===== src/rtl/huff_bit_packer.sv =====
// -----------------------------------------------------------------------------
// huff_bit_packer
//
// Downstream stage of the Huffman coder. Holds a 64-entry codebook
// ({code, len} per 6-bit symbol) and packs the codes of an incoming symbol
// stream MSB-first into bytes. The final partial byte of a block is
// zero-padded in its low bits and flagged with byte_last.
//
// Optional feature: define HUFF_PACK_BITCNT_EN to add the bit_total output,
// a saturating count of code bits appended in the current block.
//
// Ports
//   clk         system clock, rising edge
//   rst         asynchronous active-low reset
//   start       one-cycle pulse, IDLE -> RUN (ignored outside IDLE)
//   tbl_we      codebook write strobe, honoured only in IDLE
//   tbl_addr    codebook entry (symbol) to write
//   tbl_code    code word, right-justified
//   tbl_len     code length 1..8, 0 marks the entry invalid
//   sym_valid   upstream symbol valid
//   sym_ready   packer can accept a symbol
//   sym_in      symbol
//   sym_last    final symbol of the block
//   byte_valid  byte_out holds a complete byte
//   byte_ready  downstream accepts the byte
//   byte_out    packed byte, first code bit in bit 7
//   byte_last   qualifies the final byte of the block
//   done        one-cycle pulse when the block is fully drained
//   err         sticky: a symbol whose len is 0 was received
//   bit_total   (HUFF_PACK_BITCNT_EN only) code bits appended this block
//   dbg_state_o current FSM state (0 IDLE, 1 RUN, 2 FLUSH, 3 DONE)
//
// Handshakes: a transfer happens on a rising edge where valid and ready are
// both 1. A producer holding valid keeps its payload stable until the
// transfer. sym_ready and byte_valid are decoded from registered state only,
// so neither depends combinationally on sym_valid or byte_ready.
// -----------------------------------------------------------------------------
module huff_bit_packer #(
    parameter int TBL_DEPTH = 64,
    parameter int ACC_W     = 16
) (
    input  logic        clk,
    input  logic        rst,
    input  logic        start,
    input  logic        tbl_we,
    input  logic [5:0]  tbl_addr,
    input  logic [7:0]  tbl_code,
    input  logic [3:0]  tbl_len,
    input  logic        sym_valid,
    output logic        sym_ready,
    input  logic [5:0]  sym_in,
    input  logic        sym_last,
    output logic        byte_valid,
    input  logic        byte_ready,
    output logic [7:0]  byte_out,
    output logic        byte_last,
    output logic        done,
    output logic        err,
`ifdef HUFF_PACK_BITCNT_EN
    output logic [15:0] bit_total,
`endif
    output logic [1:0]  dbg_state_o
);

    localparam int CNT_W = $clog2(ACC_W + 1);
    localparam logic [CNT_W-1:0] CNT_BYTE = CNT_W'(8);
    localparam logic [CNT_W-1:0] CNT_FULL = CNT_W'(ACC_W);

    typedef enum logic [1:0] {
        S_IDLE  = 2'd0,
        S_RUN   = 2'd1,
        S_FLUSH = 2'd2,
        S_DONE  = 2'd3
    } state_e;

    state_e           state_q, state_d;
    logic [ACC_W-1:0] acc_q, acc_d;
    logic [CNT_W-1:0] cnt_q, cnt_d;
    logic             err_q, err_d;

    // Codebook storage. Only the lengths need a reset value: len 0 marks an
    // entry invalid, so the codes behind it are don't-care.
    logic [7:0] code_mem [TBL_DEPTH];
    logic [3:0] len_mem  [TBL_DEPTH];

    logic             tbl_wr;
    logic [3:0]       wr_len;
    logic [7:0]       rd_code;
    logic [3:0]       rd_len;
    logic [7:0]       code_mask;
    logic [7:0]       code_m;
    logic             accept;
    logic             emit;
    logic [ACC_W-1:0] acc_base;
    logic [CNT_W-1:0] cnt_base;
    logic [CNT_W-1:0] shamt;
    logic [ACC_W-1:0] app;

    // ------------------------------------------------------------------
    // Output decode from registered state
    // ------------------------------------------------------------------
    assign sym_ready   = (state_q == S_RUN) && (cnt_q <= CNT_BYTE);
    assign byte_valid  = (cnt_q >= CNT_BYTE) ||
                         ((state_q == S_FLUSH) && (cnt_q != '0));
    // In FLUSH the byte holding the last valid bit is the final one.
    assign byte_last   = (state_q == S_FLUSH) && (cnt_q != '0) &&
                         (cnt_q <= CNT_BYTE);
    assign byte_out    = acc_q[ACC_W-1 -: 8];
    assign done        = (state_q == S_DONE);
    assign err         = err_q;
    assign dbg_state_o = state_q;

    assign accept = sym_valid && sym_ready;
    assign emit   = byte_valid && byte_ready;

    // ------------------------------------------------------------------
    // Codebook write and read
    // ------------------------------------------------------------------
    assign tbl_wr = tbl_we && (state_q == S_IDLE);
    // Lengths above 8 are clamped so the accumulator can never overflow.
    assign wr_len = (tbl_len > 4'd8) ? 4'd8 : tbl_len;

    always_ff @(posedge clk or negedge rst) begin
        if (!rst) begin
            for (int i = 0; i < TBL_DEPTH; i++) begin
                len_mem[i] <= 4'd0;
            end
        end else if (tbl_wr) begin
            len_mem[tbl_addr] <= wr_len;
        end
    end

    always_ff @(posedge clk) begin
        if (tbl_wr) begin
            code_mem[tbl_addr] <= tbl_code;
        end
    end

    assign rd_code = code_mem[sym_in];
    assign rd_len  = len_mem[sym_in];

    // ------------------------------------------------------------------
    // Datapath: optional byte drain, then append below the valid bits
    // ------------------------------------------------------------------
    always_comb begin
        code_mask = 8'hFF >> (4'd8 - rd_len);
        code_m    = rd_code & code_mask;

        if (emit) begin
            acc_base = acc_q << 8;
            cnt_base = (cnt_q >= CNT_BYTE) ? (cnt_q - CNT_BYTE) : '0;
        end else begin
            acc_base = acc_q;
            cnt_base = cnt_q;
        end

        // The code MSB lands just below the remaining valid bits. Only used
        // on accept, where cnt_base <= 8 and len <= 8 keep this non-negative.
        shamt = CNT_FULL - cnt_base - CNT_W'(rd_len);
        app   = ACC_W'(code_m) << shamt;
    end

    // ------------------------------------------------------------------
    // Next-state logic
    // ------------------------------------------------------------------
    always_comb begin
        state_d = state_q;
        acc_d   = acc_base;
        cnt_d   = cnt_base;
        err_d   = err_q;

        case (state_q)
            S_IDLE: begin
                acc_d = '0;
                cnt_d = '0;
                if (start) begin
                    state_d = S_RUN;
                end
            end
            S_RUN: begin
                if (accept) begin
                    acc_d = acc_base | app;
                    cnt_d = cnt_base + CNT_W'(rd_len);
                    if (rd_len == 4'd0) begin
                        err_d = 1'b1;
                    end
                    if (sym_last) begin
                        state_d = S_FLUSH;
                    end
                end
            end
            S_FLUSH: begin
                if (cnt_q == '0) begin
                    state_d = S_DONE;
                end else if (emit && (cnt_q <= CNT_BYTE)) begin
                    state_d = S_DONE;
                end
            end
            S_DONE: begin
                acc_d   = '0;
                cnt_d   = '0;
                state_d = S_IDLE;
            end
            default: begin
                state_d = S_IDLE;
            end
        endcase
    end

`ifdef HUFF_PACK_BITCNT_EN
    logic [15:0] bits_q, bits_d;
    logic [16:0] bits_sum;

    always_comb begin
        bits_sum = {1'b0, bits_q} + 17'(rd_len);
        bits_d   = bits_q;
        if (state_q == S_IDLE && start) begin
            bits_d = 16'd0;
        end else if (state_q == S_RUN && accept) begin
            bits_d = bits_sum[16] ? 16'hFFFF : bits_sum[15:0];
        end
    end

    assign bit_total = bits_q;
`endif

    // ------------------------------------------------------------------
    // State registers
    // ------------------------------------------------------------------
    always_ff @(posedge clk or negedge rst) begin
        if (!rst) begin
            state_q <= S_IDLE;
            acc_q   <= '0;
            cnt_q   <= '0;
            err_q   <= 1'b0;
`ifdef HUFF_PACK_BITCNT_EN
            bits_q  <= 16'd0;
`endif
        end else begin
            state_q <= state_d;
            acc_q   <= acc_d;
            cnt_q   <= cnt_d;
            err_q   <= err_d;
`ifdef HUFF_PACK_BITCNT_EN
            bits_q  <= bits_d;
`endif
        end
    end

endmodule

===== config.mk =====
export PLATFORM = sky130hd
export DESIGN_NAME = huff_bit_packer
export DESIGN_NICKNAME = d
export VERILOG_FILES = /design/src/rtl/huff_bit_packer.sv
export SDC_FILE = /design/constraint.sdc
export NUM_CORES = 1
export LEC_CHECK = 0
export CORE_UTILIZATION = 65
export DETAILED_ROUTE_END_ITERATION = 10
export PLACE_DENSITY = 0.82
export SLEW_MARGIN = 5
export SYNTH_ARGS = -nofsm -noshare
export SYNTH_HDL_FRONTEND = slang
export SYNTH_SLANG_ARGS = --single-unit

===== constraint.sdc =====
create_clock -name clk -period 10.27 [get_ports clk]
set_input_delay 3.081 -clock clk [delete_from_list [all_inputs] [get_ports clk]]
set_output_delay 3.081 -clock clk [all_outputs]
set_load 0.02 [all_outputs]

# After elaboration in Yosys (flattened, before gate mapping)
# Memory sizes are Yosys's and may differ from the RTL's.
# Cells that the tools add are included.
# op_classes
addsub	5
n_lt_le_gt_ge	6
n_eq_ne	7
shift	2
mux	22
n_bitwise	4
n_reduce_logical	16
# op_table
operator	count
256-bit bitwise mux	1
16-bit 2-to-1 mux	2
16-bit one-hot mux with 2 select lines	1
4-bit binary-select mux with 6-bit select	1
4-bit demux with 6-bit select	1
4-bit 2-to-1 mux	4
16-bit OR	1
8-bit by 5-bit left shift with 16-bit output	1
5-bit 2-to-1 mux	3
7-bit greater-or-equal comparator (second input constant)	2
6-bit NOT with 7-bit output	2
2-bit 2-to-1 mux	5
5-bit one-hot mux with 2 select lines	1
8-bit bitwise AND	1
1-bit logical AND	8
2-bit one-hot mux with 4 select lines	1
8-bit by 4-bit >> shifter with 8-bit output (first input constant)	1
7-bit by 1-bit < comparator with 1-bit output (second input constant)	1
2-bit inequality test (second input constant)	3
5-bit by 4-bit adder with 5-bit output	1
5-bit by 4-bit greater-or-equal comparator with 1-bit output (second input constant)	1
5-bit by 4-bit <= comparator with 1-bit output (second input constant)	1
5-bit zero test	1
5-bit nonzero test	1
15 further kinds	17
# word_totals
register_bits	280
mem_bits_rw	512
in_bits	31
out_inout_bits	15
wordCells	131
memories	1
# mem_list
memory	depth	word_bits	read_ports	rd_clocked_by_memory_dff	write_ports	line	rtl
code_mem	64	8	1	0	1	83	logic [7:0] code_mem [TBL_DEPTH];

# Longest topological paths before layout
# Gate-level depths: netlist of run 1.
# logic_depth
word_depth	11
depth_mapped	22

# Least setup slack after synthesis of run 1
# Ideal clock, no wire load.
# synth_timing
path_kind	input port to flip-flop
from	in sym_in[2]
to	reg acc_q[11]
setup_ns	0.082
t_arrival_ns	6.905
setup_slack_ns	3.282
stages	18
path_buffers	3
path_cell_list	buf_6 -> buf_8 -> mux4_2 -> nand2_1 -> nand2_1 -> mux4_2 -> and2_1 -> nor2_2 -> ha_1 -> clkbuf_1 -> nor2_1 -> mux2_2 -> a221o_1 -> mux2i_1 -> a32oi_1 -> and2_1 -> or3_1 -> a31oi_1
# synth_between
elab_chain_cells	11
# synth_lines
element	line	rtl
start, declared	51	input logic [5:0] sym_in,
6-bit NOT with 7-bit output (implied by the code)	140	assign rd_len = len_mem[sym_in];
4-bit binary-select mux with 6-bit select	140	
4-bit 2-to-1 mux (implied by the code) (2 in series)	140	
4-bit subtractor	146	code_mask = 8'hFF >> (4'd8 - rd_len);
8-bit by 4-bit >> shifter with 8-bit output	146	
8-bit bitwise AND	147	code_m = rd_code & code_mask;
8-bit by 5-bit left shift with 16-bit output *	160	app = ACC_W'(code_m) << shamt;
16-bit OR *	182	acc_d = acc_base | app;
16-bit 2-to-1 mux *	181	if (accept) begin
16-bit one-hot mux with 2 select lines *	172	case (state_q)
via acc_d[11]	77	logic [ACC_W-1:0] acc_q, acc_d;
end signal, assigned	233	acc_q <= '0;
end signal, assigned	241	acc_q <= acc_d;
end, declared	77	
# Mark *: on every way through the listed nets, which the timed path passes. The rest lies on a longest branch. The select of a mux whose other input is x is not followed.
# A chain may end at the register's enable or synchronous reset.

# Worst setup path after layout of run 1
# layout_timing
from	in sym_in[3]
to	reg acc_q[2]
# The elaborated chain is that of the path after synthesis.

==> results by group, run 1 <==
Outcome
  – Outcome: complete, no violations

Global route
  – Total track usage: 35.03%
  – Number of global-route vias before repair: 20,496
  – Largest net degree at the start of global routing: 82
  – Antenna violations before repair: 3
  – First-pass GRT wire length: 135.1 mm
  – GRT Residual Overflow: 0

Synthesis
  – Ranking of synthesized cells by instance count: 512 x edfxtp_1, 280 x dfrtp_1, 228 x mux2_2
  – Cells after Synth: 2,069
  – Register area share after synthesis: 64.99%
  – Syn nets: 2,119
  – Top post-synthesis cells by area: edfxtp_1 45%, dfrtp_1 20%, mux4_2 12%, mux2_2 7.5%, mux2i_1 2.4%
  – Count leader, synth: edfxtp_1
  – Number of synthesized register bits: 792
  – Yosys cell types: 86
  – Synth Flop Type: edfxtp_1
  – Top cell type's share of synthesized area: 44.65%
  – Syn avg cell area: 16.64 µm²
  – Synthesized cell area: 34,440 µm²
  – Asr flop ratio synth: 35.35%
  – Yosys top cell by area: edfxtp_1
  – Yosys warnings: 0
  – EDFF count, synth: 512

Clock tree
  – Hold-fix buffer count after cts: 0
  – Clock Sinks: 792
  – TritonCTS buffer count: 79
  – Max clock buf depth: 3
  – Post-CTS Setup Bufs: 0
  – # resized after CTS: 0
  – H-tree levels: 3
  – Worst-skew pair later-pin latency: 0.64 ns
  – Clock Tree Root: clkbuf_16
  – CTS tree: built
  – Clk pin slew, worst setup/hold paths: 0.06 ns

Worst hold path
  – HP Class: reg2reg
  – Hold_sp: len_mem[159]$_DFFE_PN0P_
  – Hold path depth: 2
  – Hold EP: len_mem[159]$_DFFE_PN0P_

Die
  – Initial Utilization: 66.45%
  – FP Rows: 83
  – Die Y-Extent: 232.2 µm
  – I/O pin total: 46
  – Core area: 51,820 µm²
  – Die W: 232.2 µm
  – DIE AREA: 53,910 µm²

Timing
  – Worst-Margin Slew: 1.394 ns
  – Relative slew slack: 7.079%
  – FMAX: 123.8 MHz
  – Clock Skew: 0.02246 ns
  – # setup viols final: 0
  – Max-slew violation count: 0
  – Post-layout min period: 8.076 ns
  – Period utilization: 78.64%
  – Setup_tns: 0 ns
  – Final hold viol count: 0
  – RSZ-0062 raised after global routing: false

Routing
  – Average wire per standard cell: 31.62 µm
  – Routed WL: 90.84 mm
  – Antenna-violating nets left: 0
  – Via count of the routed design: 20,192
  – DRT Pass-1 Iters: 6
  – Number of vias per cell: 7.028
  – DR iter-0 viols: 2,459
  – DRC Markers: 0

Setup path
  – Worst-path fanout max: 26
  – Worst setup SP type: input pin
  – Critical path, cell by cell: buf_2, inv_2, nand3_1, nor2_1, or4_1, o21ai_2, ha_1, inv_1, ha_1, fa_1, xnor2_1, nand2_1, nor2_1, nand2b_1, a21oi_1
  – FF-to-FF path depth: 14
  – Critical path type: in2reg
  – Critical path required time: 10.82 ns
  – CP max stage cell: nand3_1
  – CP peak stage delay: 0.67 ns
  – CP arrival: 8.63 ns
  – Crit. End Element: register
  – Reg-to-Reg End: acc_q[2]$_DFF_PN0_
  – Reg2reg setup slack: 5.47 ns
  – Worst r2r src: len_mem[239]$_DFFE_PN0P_

Power
  – Clock power frac: 39.3%
  – Reg power frac: 48.2%
  – Sw Pwr: 1870 µW
  – Maximum vdd ir drop: 0.0001592 V
  – Leak Pwr: 0.01447 µW
  – Int Pwr: 5573 µW
  – Net Sw Frac: 25.12%
  – Power density over cell area: 196.2 nW/µm²
  – Comb pwr share: 12.6%

Cells and area
  – Fraction of layout cells with a size suffix above 1: 29.73%
  – Area of the multi-input gates: 11,070 µm²
  – Fillers: 2,927
  – Area Overhead vs Synth: 10.14%
  – # diodes: 0
  – Storage cell area: 22,380 µm²
  – Post-route insts no fill: 2,873
  – Nets: 2,176

Placed design
  – DP HPWL: 54.90 mm
  – Final Wtd Congestion: 0.9480
  – # port buffers: 45
  – Dpl cells: 2,725

Run
  – Max-Cap Viols: 0
[registers in the layout, indices dropped and copies added, names as in the netlist]
| register | cells |
|---|---|
| acc_q | 16 |
| cnt_q | 5 |
| code_mem | 512 |
| dbg_state_o | 2 |
| err | 1 |
| len_mem | 256 |
[how the worst max path moves through the flow]
stage / cells past startpoint / start / slack, ns / endpoint
after floorplan: 18 / sym_in[2] / 3.28 / acc_q[11]$_DFF_PN0_
final: 15 / sym_in[3] / 2.19 / acc_q[2]$_DFF_PN0_
after CTS: 15 / sym_in[3] / 2.41 / acc_q[2]$_DFF_PN0_
after global routing: 15 / sym_in[3] / 2.14 / acc_q[2]$_DFF_PN0_
after global placement: 15 / sym_in[3] / 1.88 / acc_q[2]$_DFF_PN0_
after detailed placement: 15 / sym_in[3] / 1.81 / acc_q[2]$_DFF_PN0_
[through the flow]
| stage | util [%] | power, µW | instance area [µm²] | hold WS [ns] | worst slack [ns] |
|---|---|---|---|---|---|
| after floorplan | - | 4246 | 34440 | 0.4413 | 3.282 |
| after CTS | 73.19 | 7440 | 37930 | 0.4831 | 2.413 |
| after global placement | 68.12 | 4523 | 35300 | 0.4557 | 1.883 |
| after global routing | 73.19 | 7650 | 37930 | 0.4972 | 2.138 |
| final | 73.19 | 7443 | 37930 | 0.4837 | 2.194 |
| after detailed placement | 68.12 | 4557 | 35300 | 0.4637 | 1.807 |
[routing by layer]
metal / GRT usage (%) / part of all wire, % / vias to the layer above
met5: 0 / 0.023 / -
met4: 13.84 / 4.0 / 4
met3: 8.350 / 11 / 254
met2: 52.99 / 47 / 1370
met1: 49.80 / 38 / 10450
li1: - / - / 8114
[worst max-delay path, delay by kind of cell]
kind / cells / cell delay, ns
buffers and inverters: 3 / 1.26
adders and majority gates: 3 / 0.90
and+or+nand+nor: 6 / 2.20
AOI/OAI and AO/OA: 2 / 0.52
xor gates and xnor gates: 1 / 0.63
[final cells by class]
| type | instances | area share, % |
|---|---|---|
| Clock buffer | 117 | 6.221 |
| Sequential cell | 792 | 59.01 |
| Timing Repair Buffer | 107 | 2.326 |
| Clock inverter | 31 | 0.7092 |
| Tap cell | 680 | 2.243 |
| Multi-Input combinational cell | 1114 | 29.18 |
| Inverter | 32 | 0.3167 |
[kinds of logic (layout without fill, tap and decap cells)]
kind of cell    count (synthesis)  count (layout)  share of synthesized area, %
simple gates                  377             377                         5.192
flops                         792             792                         64.99
fa+ha+maj                      19              19                        0.7339
compound gates                216             216                         4.178
buf+inv                       163             287                         3.023
mux                           490             490                         21.57
xor+xnor                       12              12                        0.3052
[power groups by stage]
| stage | logic (µW) | registers, µW | clock network (µW) |
|---|---|---|---|
| floorplan | 619 | 3630 | 0 |
| global placement | 890 | 3630 | 0 |
| detailed placement | 914 | 3640 | 0 |
| CTS | 925 | 3580 | 2930 |
| global route | 998 | 3600 | 3060 |
| finish | 936 | 3580 | 2920 |
[layout by cell type (no fill, tap or decap), types with 5 or more instances in the layout]
cell,n
clkinv_1,8
xnor2_1,8
clkbuf_8,13
nor2_1,86
or2_2,12
dfrtp_1,280
o22ai_1,16
mux2_2,228
mux2i_1,83
nand3_1,22
clkinv_2,11
clkbuf_16,84
nand2b_1,16
nand2_1,145
ha_1,17
a22oi_1,20
a31oi_1,9
clkdlybuf4s50_1,30
edfxtp_1,512
nor3_1,10
nor2_2,14
o21ai_0,57
buf_4,62
o21ai_1,5
buf_2,11
o21a_1,5
inv_1,30
a21oi_1,33
mux4_2,178
a211oi_1,13
or4_1,6
clkbuf_1,19
nor2b_1,13
and2_1,14
nor4_1,6
(Power assumes the default switching activity.)
==> run 2: changes to the inputs <==
CORE_UTILIZATION = 63   (was 65)
PLACE_DENSITY = 0.8   (was 0.82)
clock period = 7.95 ns   (was 10.27 ns; I/O delays follow)
==> results by group, run 2 (same netlist as run 1, synthesis figures left out) <==
Outcome
  – Outcome: complete, no violations (unchanged)

Clock tree
  – CTS tree: built (unchanged)
  – Hold-fix buffer count after cts: 0 (unchanged)
  – H-tree levels: 3 (unchanged)
  – Worst-skew pair later-pin latency: 0.63 ns (was 0.64 ns)
  – Clock Tree Root: clkbuf_16 (unchanged)
  – Max clock buf depth: 3 (unchanged)
  – Post-CTS Setup Bufs: 0 (unchanged)
  – # resized after CTS: 0 (unchanged)
  – Clock Sinks: 792 (unchanged)
  – Clk pin slew, worst setup/hold paths: 0.06 ns (about the same)
  – TritonCTS buffer count: 80 (was 79)

Die
  – FP Rows: 85 (was 83)
  – Die Y-Extent: 235.8 µm (was 232.2 µm)
  – DIE AREA: 55,600 µm² (was 53,910 µm²)
  – I/O pin total: 46 (unchanged)
  – Core area: 53,920 µm² (was 51,820 µm²)
  – Initial Utilization: 63.87% (was 66.45%)
  – Die W: 235.8 µm (was 232.2 µm)

Timing
  – Post-layout min period: 6.707 ns
  – Max-slew violation count: 0 (unchanged)
  – Clock Skew: 0.02859 ns (was 0.02246 ns)
  – FMAX: 149.1 MHz
  – Setup_tns: 0 ns (unchanged)
  – Worst-Margin Slew: 1.318 ns (was 1.394 ns)
  – Period utilization: 84.37%
  – Final worst slack: 1.243 ns (was 2.194 ns)
  – Final hold viol count: 0 (unchanged)
  – # setup viols final: 0 (unchanged)
  – RSZ-0062 raised after global routing: false (unchanged)
  – Relative slew slack: 12.14% (was 7.079%)

Power
  – Sw Pwr: 2410 µW (was 1870 µW)
  – Int Pwr: 7345 µW (was 5573 µW)
  – Comb pwr share: 12.5% (was 12.6%)
  – Power density over cell area: 255.6 nW/µm² (was 196.2 nW/µm²)
  – Maximum vdd ir drop: 0.0001538 V (was 0.0001592 V)
  – Reg power frac: 47.4% (was 48.2%)
  – Clock power frac: 40.1% (was 39.3%)
  – Net Sw Frac: 24.70% (was 25.12%)
  – Final Power: 9755 µW (was 7443 µW)
  – Leak Pwr: 0.01455 µW (was 0.01447 µW)

Setup path
  – Worst setup SP type: input pin (unchanged)
  – Reg2reg setup slack: 3.43 ns (was 5.47 ns)
  – Worst r2r src: len_mem[84]$_DFFE_PN0P_ (was len_mem[239]$_DFFE_PN0P_)
  – Crit. End Element: register (unchanged)
  – Critical path required time: 8.48 ns (was 10.82 ns)
  – CP max stage cell: nor2b_1 (was nand3_1)
  – Delay-heaviest family, CP: simple AND/OR/NAND/NOR gates (unchanged)
  – CP arrival: 7.24 ns (was 8.63 ns)
  – CP most frequent cell: a21oi_1
  – CP peak stage delay: 0.79 ns (was 0.67 ns)
  – Critical path type: in2reg (unchanged)
  – Worst Path Buf+Inv: 1 (was 3)
  – FF-to-FF path depth: 15 (was 14)
  – Reg-to-Reg End: acc_q[11]$_DFF_PN0_ (was acc_q[2]$_DFF_PN0_)
  – Critical path, cell by cell: buf_4, nor2b_1, a22oi_1, a21oi_1, nor4_4, mux2i_4, ha_1, ha_1, a21o_1, a21oi_1, xnor2_1, xnor2_1, and2_1, nand2_1, or4_1, a21oi_1 (was buf_2, inv_2, nand3_1, nor2_1, or4_1, o21ai_2, ha_1, inv_1, ha_1, fa_1, xnor2_1, nand2_1, nor2_1, nand2b_1, a21oi_1)
  – Worst-path fanout max: 32 (was 26)

Routing
  – Met1 WL: 34.65 mm (was 34.42 mm)
  – DRT Pass-1 Iters: 6 (unchanged)
  – Highest routed metal layer: met4 (was met5)
  – Routed WL: 90.29 mm (was 90.84 mm)
  – DRC Markers: 0 (unchanged)
  – Met2 wire length: 42.13 mm (was 42.45 mm)
  – Met3 wire len: 10.07 mm (was 10.28 mm)
  – Antenna-violating nets left: 0 (unchanged)
  – Average wire per standard cell: 31.18 µm (was 31.62 µm)
  – DR iter-0 viols: 2,902 (was 2,459)
  – Number of vias per cell: 6.944 (was 7.028)
  – Via count of the routed design: 20,109 (was 20,192)

Worst hold path
  – Hold EP: len_mem[125]$_DFFE_PN0P_ (was len_mem[159]$_DFFE_PN0P_)
  – HP Class: reg2reg (unchanged)
  – Hold path depth: 2 (unchanged)
  – Hold_sp: len_mem[125]$_DFFE_PN0P_ (was len_mem[159]$_DFFE_PN0P_)

Global route
  – Antenna violations before repair: 1 (was 3)
  – GRT Residual Overflow: 0 (unchanged)
  – Total track usage: 33.55% (was 35.03%)
  – Largest net degree at the start of global routing: 183 (was 82)
  – Number of global-route vias before repair: 20,245 (was 20,496)
  – First-pass GRT wire length: 135.4 mm (was 135.1 mm)

Cells and area
  – Area Overhead vs Synth: 10.81% (was 10.14%)
  – # diodes: 0 (unchanged)
  – Nets: 2,185 (was 2,176)
  – Core Util, Final: 70.77% (was 73.19%)
  – Most frequent cells in the layout: 512 x edfxtp_1, 280 x dfrtp_1, 228 x mux2_2, 178 x mux4_2, 145 x nand2_1 (unchanged)
  – Area of the multi-input gates: 11,090 µm² (was 11,070 µm²)
  – Storage cell area: 22,380 µm² (unchanged)
  – Fraction of layout cells with a size suffix above 1: 30.32% (was 29.73%)
  – Biggest register: code_mem (unchanged)
  – Largest register FFs: 512 (unchanged)
  – Fillers: 3,217 (was 2,927)
  – Commonest non-fill, non-tap cell in the layout: edfxtp_1 (unchanged)
  – Largest regs: code_mem x512, len_mem x256, acc_q x16 (unchanged)

Placed design
  – # port buffers: 45 (unchanged)
  – DP HPWL: 55.22 mm (was 54.90 mm)
  – Final Wtd Congestion: 0.9841 (was 0.9480)
  – DP Worst Slack: 0.8079 ns (was 1.807 ns)

Run
  – Max-Cap Viols: 0 (unchanged)
run 2: cell count changes in the layout (fill, tap and decap cells not counted), moves of 6 or more:
cell / previous run / this run
nor2_1: 86 / 78
clkbuf_8: 13 / 2
clkbuf_1: 19 / 12
clkinv_1: 8 / 15
bufinv_16: 4 / 11
buf_4: 62 / 68
nor2_2: 14 / 22
run 2: final cells by class:
class	instances	share of cell area, %
clock inverter	48	1.397
inverter	32	0.3148
tap	696	2.282
timing repair buffer	115	2.535
multi-input combinational	1114	29.05
sequential	792	58.65
clock buffer	99	5.764
run 2: how the worst max path moves through the flow:
stage,startpoint,to,slack (ns),cells past startpoint
6_report,sym_in[2],acc_q[0]$_DFF_PN0_,1.24,16
5_1_grt,sym_in[2],acc_q[0]$_DFF_PN0_,1.13,16
4_1_cts,sym_in[2],acc_q[0]$_DFF_PN0_,1.43,16
3_5_place_dp,sym_in[2],acc_q[0]$_DFF_PN0_,0.81,16
3_3_place_gp,sym_in[2],acc_q[0]$_DFF_PN0_,0.84,16
2_1_floorplan,sym_in[2],acc_q[11]$_DFF_PN0_,1.66,18
run 2: metal layers:
metal  track usage (%)  vias to the layer above
met5                 0                        -
met4             12.79                        0
met3             7.466                      216
met2             51.08                     1341
met1             48.12                    10425
li1                  -                     8127
run 2: power groups by stage:
stage / logic (µW) / clock network (µW) / registers [µW]
after floorplan: 799 / 0 / 4690
after global placement: 1160 / 0 / 4700
after detailed placement: 1190 / 0 / 4700
after CTS: 1200 / 3930 / 4620
after global routing: 1300 / 4100 / 4640
final: 1210 / 3910 / 4630
run 2: tightest hold or removal path, delay by kind of cell, from the launching register on:
family / cells / cell delay, ns
compound gates: 1 / 0.06
flops: 1 / 0.34
simple gates: 1 / 0.05
run 2: per-stage QoR:
step,cells,cell area [µm²],hold WS [ns]
after floorplan,2069,34440,0.4413
after global placement,2749,35430,0.4557
final,2896,38160,0.4808
after CTS,2896,38160,0.4837
after global routing,2896,38160,0.5075
after detailed placement,2749,35430,0.4634
==> run 3: changes to the inputs <==
CORE_UTILIZATION = 57   (was 63)
PLACE_DENSITY = 0.76   (was 0.8)
clock period = 5.9 ns   (was 7.95 ns; I/O delays follow)
==> results by group, run 3 (same netlist as run 1, synthesis figures left out) <==
Outcome
  – Outcome: complete, but fails checks (was complete, no violations)
  – Failing checks: DRC

Power
  – Comb pwr share: 13.1% (was 12.5%)
  – Reg power frac: 47.7% (was 47.4%)
  – Clock power frac: 39.2% (was 40.1%)
  – Power density over cell area: 337.1 nW/µm² (was 255.6 nW/µm²)
  – Sw Pwr: 3228 µW (was 2410 µW)
  – Final Power: 13,080 µW (was 9755 µW)
  – Net Sw Frac: 24.67% (was 24.70%)
  – Int Pwr: 9856 µW (was 7345 µW)
  – Maximum vdd ir drop: 0.0002375 V (was 0.0001538 V)
  – Leak Pwr: 0.01496 µW (was 0.01455 µW)

Timing
  – Max-slew violation count: 0 (unchanged)
  – Post-layout min period: 5.327 ns
  – Worst-Margin Slew: 1.317 ns (was 1.318 ns)
  – Clock Skew: 0.02063 ns (was 0.02859 ns)
  – Period utilization: 90.29%
  – RSZ-0062 raised after global routing: false (unchanged)
  – Final hold viol count: 0 (unchanged)
  – Relative slew slack: 12.23% (was 12.14%)
  – # setup viols final: 0 (unchanged)
  – Final worst slack: 0.5727 ns (was 1.243 ns)
  – Setup_tns: 0 ns (unchanged)
  – FMAX: 187.7 MHz

Clock tree
  – Worst-skew pair later-pin latency: 0.63 ns (about the same)
  – Post-CTS Setup Bufs: 0 (unchanged)
  – # resized after CTS: 0 (unchanged)
  – Hold-fix buffer count after cts: 0 (unchanged)
  – CTS tree: built (unchanged)
  – Clock Sinks: 792 (unchanged)
  – Max clock buf depth: 3 (unchanged)
  – TritonCTS buffer count: 78 (was 80)
  – H-tree levels: 3 (unchanged)
  – Clk pin slew, worst setup/hold paths: 0.06 ns (about the same)
  – Clock Tree Root: clkbuf_16 (unchanged)

Cells and area
  – Fraction of layout cells with a size suffix above 1: 32.01% (was 30.32%)
  – Largest register FFs: 512 (unchanged)
  – Largest regs: code_mem x512, len_mem x256, acc_q x16 (unchanged)
  – Nets: 2,268 (was 2,185)
  – Commonest non-fill, non-tap cell in the layout: edfxtp_1 (unchanged)
  – Biggest register: code_mem (unchanged)
  – Fillers: 3,967 (was 3,217)
  – Area Overhead vs Synth: 12.69% (was 10.81%)
  – Most frequent cells in the layout: 512 x edfxtp_1, 280 x dfrtp_1, 228 x mux2_2, 178 x mux4_2, 149 x buf_4 (was 512 x edfxtp_1, 280 x dfrtp_1, 228 x mux2_2, 178 x mux4_2, 145 x nand2_1)

Worst hold path
  – Hold path depth: 2 (unchanged)
  – HP Class: reg2reg (unchanged)

Placed design
  – # port buffers: 45 (unchanged)
  – DP Worst Slack: 0.03080 ns (was 0.8079 ns)
  – Final Wtd Congestion: 0.8951 (was 0.9841)
  – DP HPWL: 58.30 mm (was 55.22 mm)

Setup path
  – CP peak stage delay: 0.54 ns (was 0.79 ns)
  – Worst-path fanout max: 21 (was 32)
  – CP arrival: 5.87 ns (was 7.24 ns)
  – Crit. End Element: register (unchanged)
  – CP max stage cell: mux4_2 (was nor2b_1)
  – FF-to-FF path depth: 17 (was 15)
  – Delay-heaviest family, CP: simple AND/OR/NAND/NOR gates (unchanged)
  – Critical path required time: 6.44 ns (was 8.48 ns)
  – CP most frequent cell: o21ai_1 (was a21oi_1)
  – Critical path type: in2reg (unchanged)
  – Worst Path Buf+Inv: 3 (was 1)
  – Worst setup SP type: input pin (unchanged)
  – CP Depth: 18 (was 16)
  – Critical path, cell by cell: buf_2, mux4_2, nand2_1, nand2_1, mux4_2, and2_1, nor2_2, buf_4, inv_1, ha_1, nor4_1, o21ai_1, o21ai_1, mux2i_1, nor2_1, o21ai_1, or3_1, a31oi_1 (was buf_4, nor2b_1, a22oi_1, a21oi_1, nor4_4, mux2i_4, ha_1, ha_1, a21o_1, a21oi_1, xnor2_1, xnor2_1, and2_1, nand2_1, or4_1, a21oi_1)

Die
  – Initial Utilization: 58.02% (was 63.87%)
  – DIE AREA: 61,400 µm² (was 55,600 µm²)
  – I/O pin total: 46 (unchanged)
  – Die W: 247.8 µm (was 235.8 µm)
  – Die Y-Extent: 247.8 µm (was 235.8 µm)
  – Core area: 59,350 µm² (was 53,920 µm²)
  – FP Rows: 89 (was 85)

Global route
  – GRT busiest layer: met2 (unchanged)
  – Number of global-route vias before repair: 20,597 (was 20,245)
  – Antenna violations before repair: 6 (was 1)
  – GRT met1 Usage: 43.50% (was 48.12%)
  – Largest net degree at the start of global routing: 112 (was 183)
  – GRT Residual Overflow: 0 (unchanged)
  – Met2 usage: 48.27% (was 51.08%)
  – Total track usage: 30.81% (was 33.55%)
  – Met3 Track Usage GR: 5.807% (was 7.466%)
  – First-pass GRT wire length: 136.2 mm (was 135.4 mm)

Routing
  – Via count of the routed design: 20,026 (was 20,109)
  – Number of vias per cell: 6.549 (was 6.944)
  – DRC Markers: 14 (was 0)
  – DR iter-0 viols: 2,199 (was 2,902)
  – Routed WL: 91.38 mm (was 90.29 mm)
  – Average wire per standard cell: 29.88 µm (was 31.18 µm)
  – Antenna-violating nets left: 0 (unchanged)
  – DRT Pass-1 Iters: 8 (was 6)

Run
  – Max-Cap Viols: 0 (unchanged)
## run 3: cell count changes in the layout (fill, tap and decap cells not counted), sizes merged
cell,delta
bufinv,-2
clkinv,-7
buf,+85
inv,+3
clkbuf,+6
diode,+1
clkinvlp,-1
## run 3: power by group through the flow
stage / combinational, µW / sequential, µW / clock (µW)
after global placement: 1660 / 6330 / 0
after CTS: 1710 / 6240 / 5170
final: 1720 / 6240 / 5130
after global routing: 1850 / 6260 / 5380
after floorplan: 1080 / 6310 / 0
after detailed placement: 1700 / 6340 / 0
## run 3: area by class of cell
| cell class | instances | area, µm² | area share (%) |
|---|---|---|---|
| diodes | 1 | 2.502 | 0.006448 |
| clock buffers | 105 | 2198 | 5.665 |
| clock inverters | 41 | 442.9 | 1.141 |
| inverters | 32 | 120.1 | 0.3095 |
| multi-input cells | 1114 | 11040 | 28.45 |
| flip-flops and latches | 792 | 22380 | 57.67 |
| well taps | 773 | 967.2 | 2.492 |
| repair buffers | 200 | 1655 | 4.266 |
## run 3: path summary, 6_finish.rpt
kind / startpoint / endpoint / slack [ns]
worst max-delay path: sym_in[4] / acc_q[11]$_DFF_PN0_ / 0.57
worst min-delay path: len_mem[29]$_DFFE_PN0P_ / len_mem[29]$_DFFE_PN0P_ / 0.48
worst max register to register: len_mem[48]$_DFFE_PN0P_ / acc_q[11]$_DFF_PN0_ / 1.74
worst min register to register: len_mem[29]$_DFFE_PN0P_ / len_mem[29]$_DFFE_PN0P_ / 0.48
max in group asynchronous: rst / len_mem[248]$_DFFE_PN0P_ / 3.41
min in group asynchronous: rst / acc_q[1]$_DFF_PN0_ / 1.18
## run 3: metal layers
metal | part of all wire [%] | vias up
met3 | 8.9 | 212
met2 | 48 | 1071
met1 | 40 | 10444
li1 | - | 8293
met4 | 3.5 | 6
met5 | 0.050 | -
## run 3: metrics by stage
stage / hold WS (ns) / cell area (µm²) / util, % / instances
after floorplan: 0.4413 / 34440 / - / 2069
after global routing: 0.5079 / 38800 / 65.38 / 3057
after global placement: 0.4549 / 36160 / 60.93 / 2911
after detailed placement: 0.4695 / 36160 / 60.93 / 2911
after CTS: 0.4837 / 38800 / 65.38 / 3057
final: 0.4836 / 38810 / 65.38 / 3058
## run 3: worst register-to-register path: cells and delay by family, from the launching register on
| family | cells | cell delay [ns] |
|---|---|---|
| AND/OR/NAND/NOR | 7 | 1.54 |
| multiplexers | 3 | 1.19 |
| AO/OA/AOI/OAI | 4 | 0.51 |
| flip-flops | 1 | 0.42 |
| adder cells (fa/ha/maj) | 1 | 0.22 |
| buffers and inverters | 2 | 0.19 |
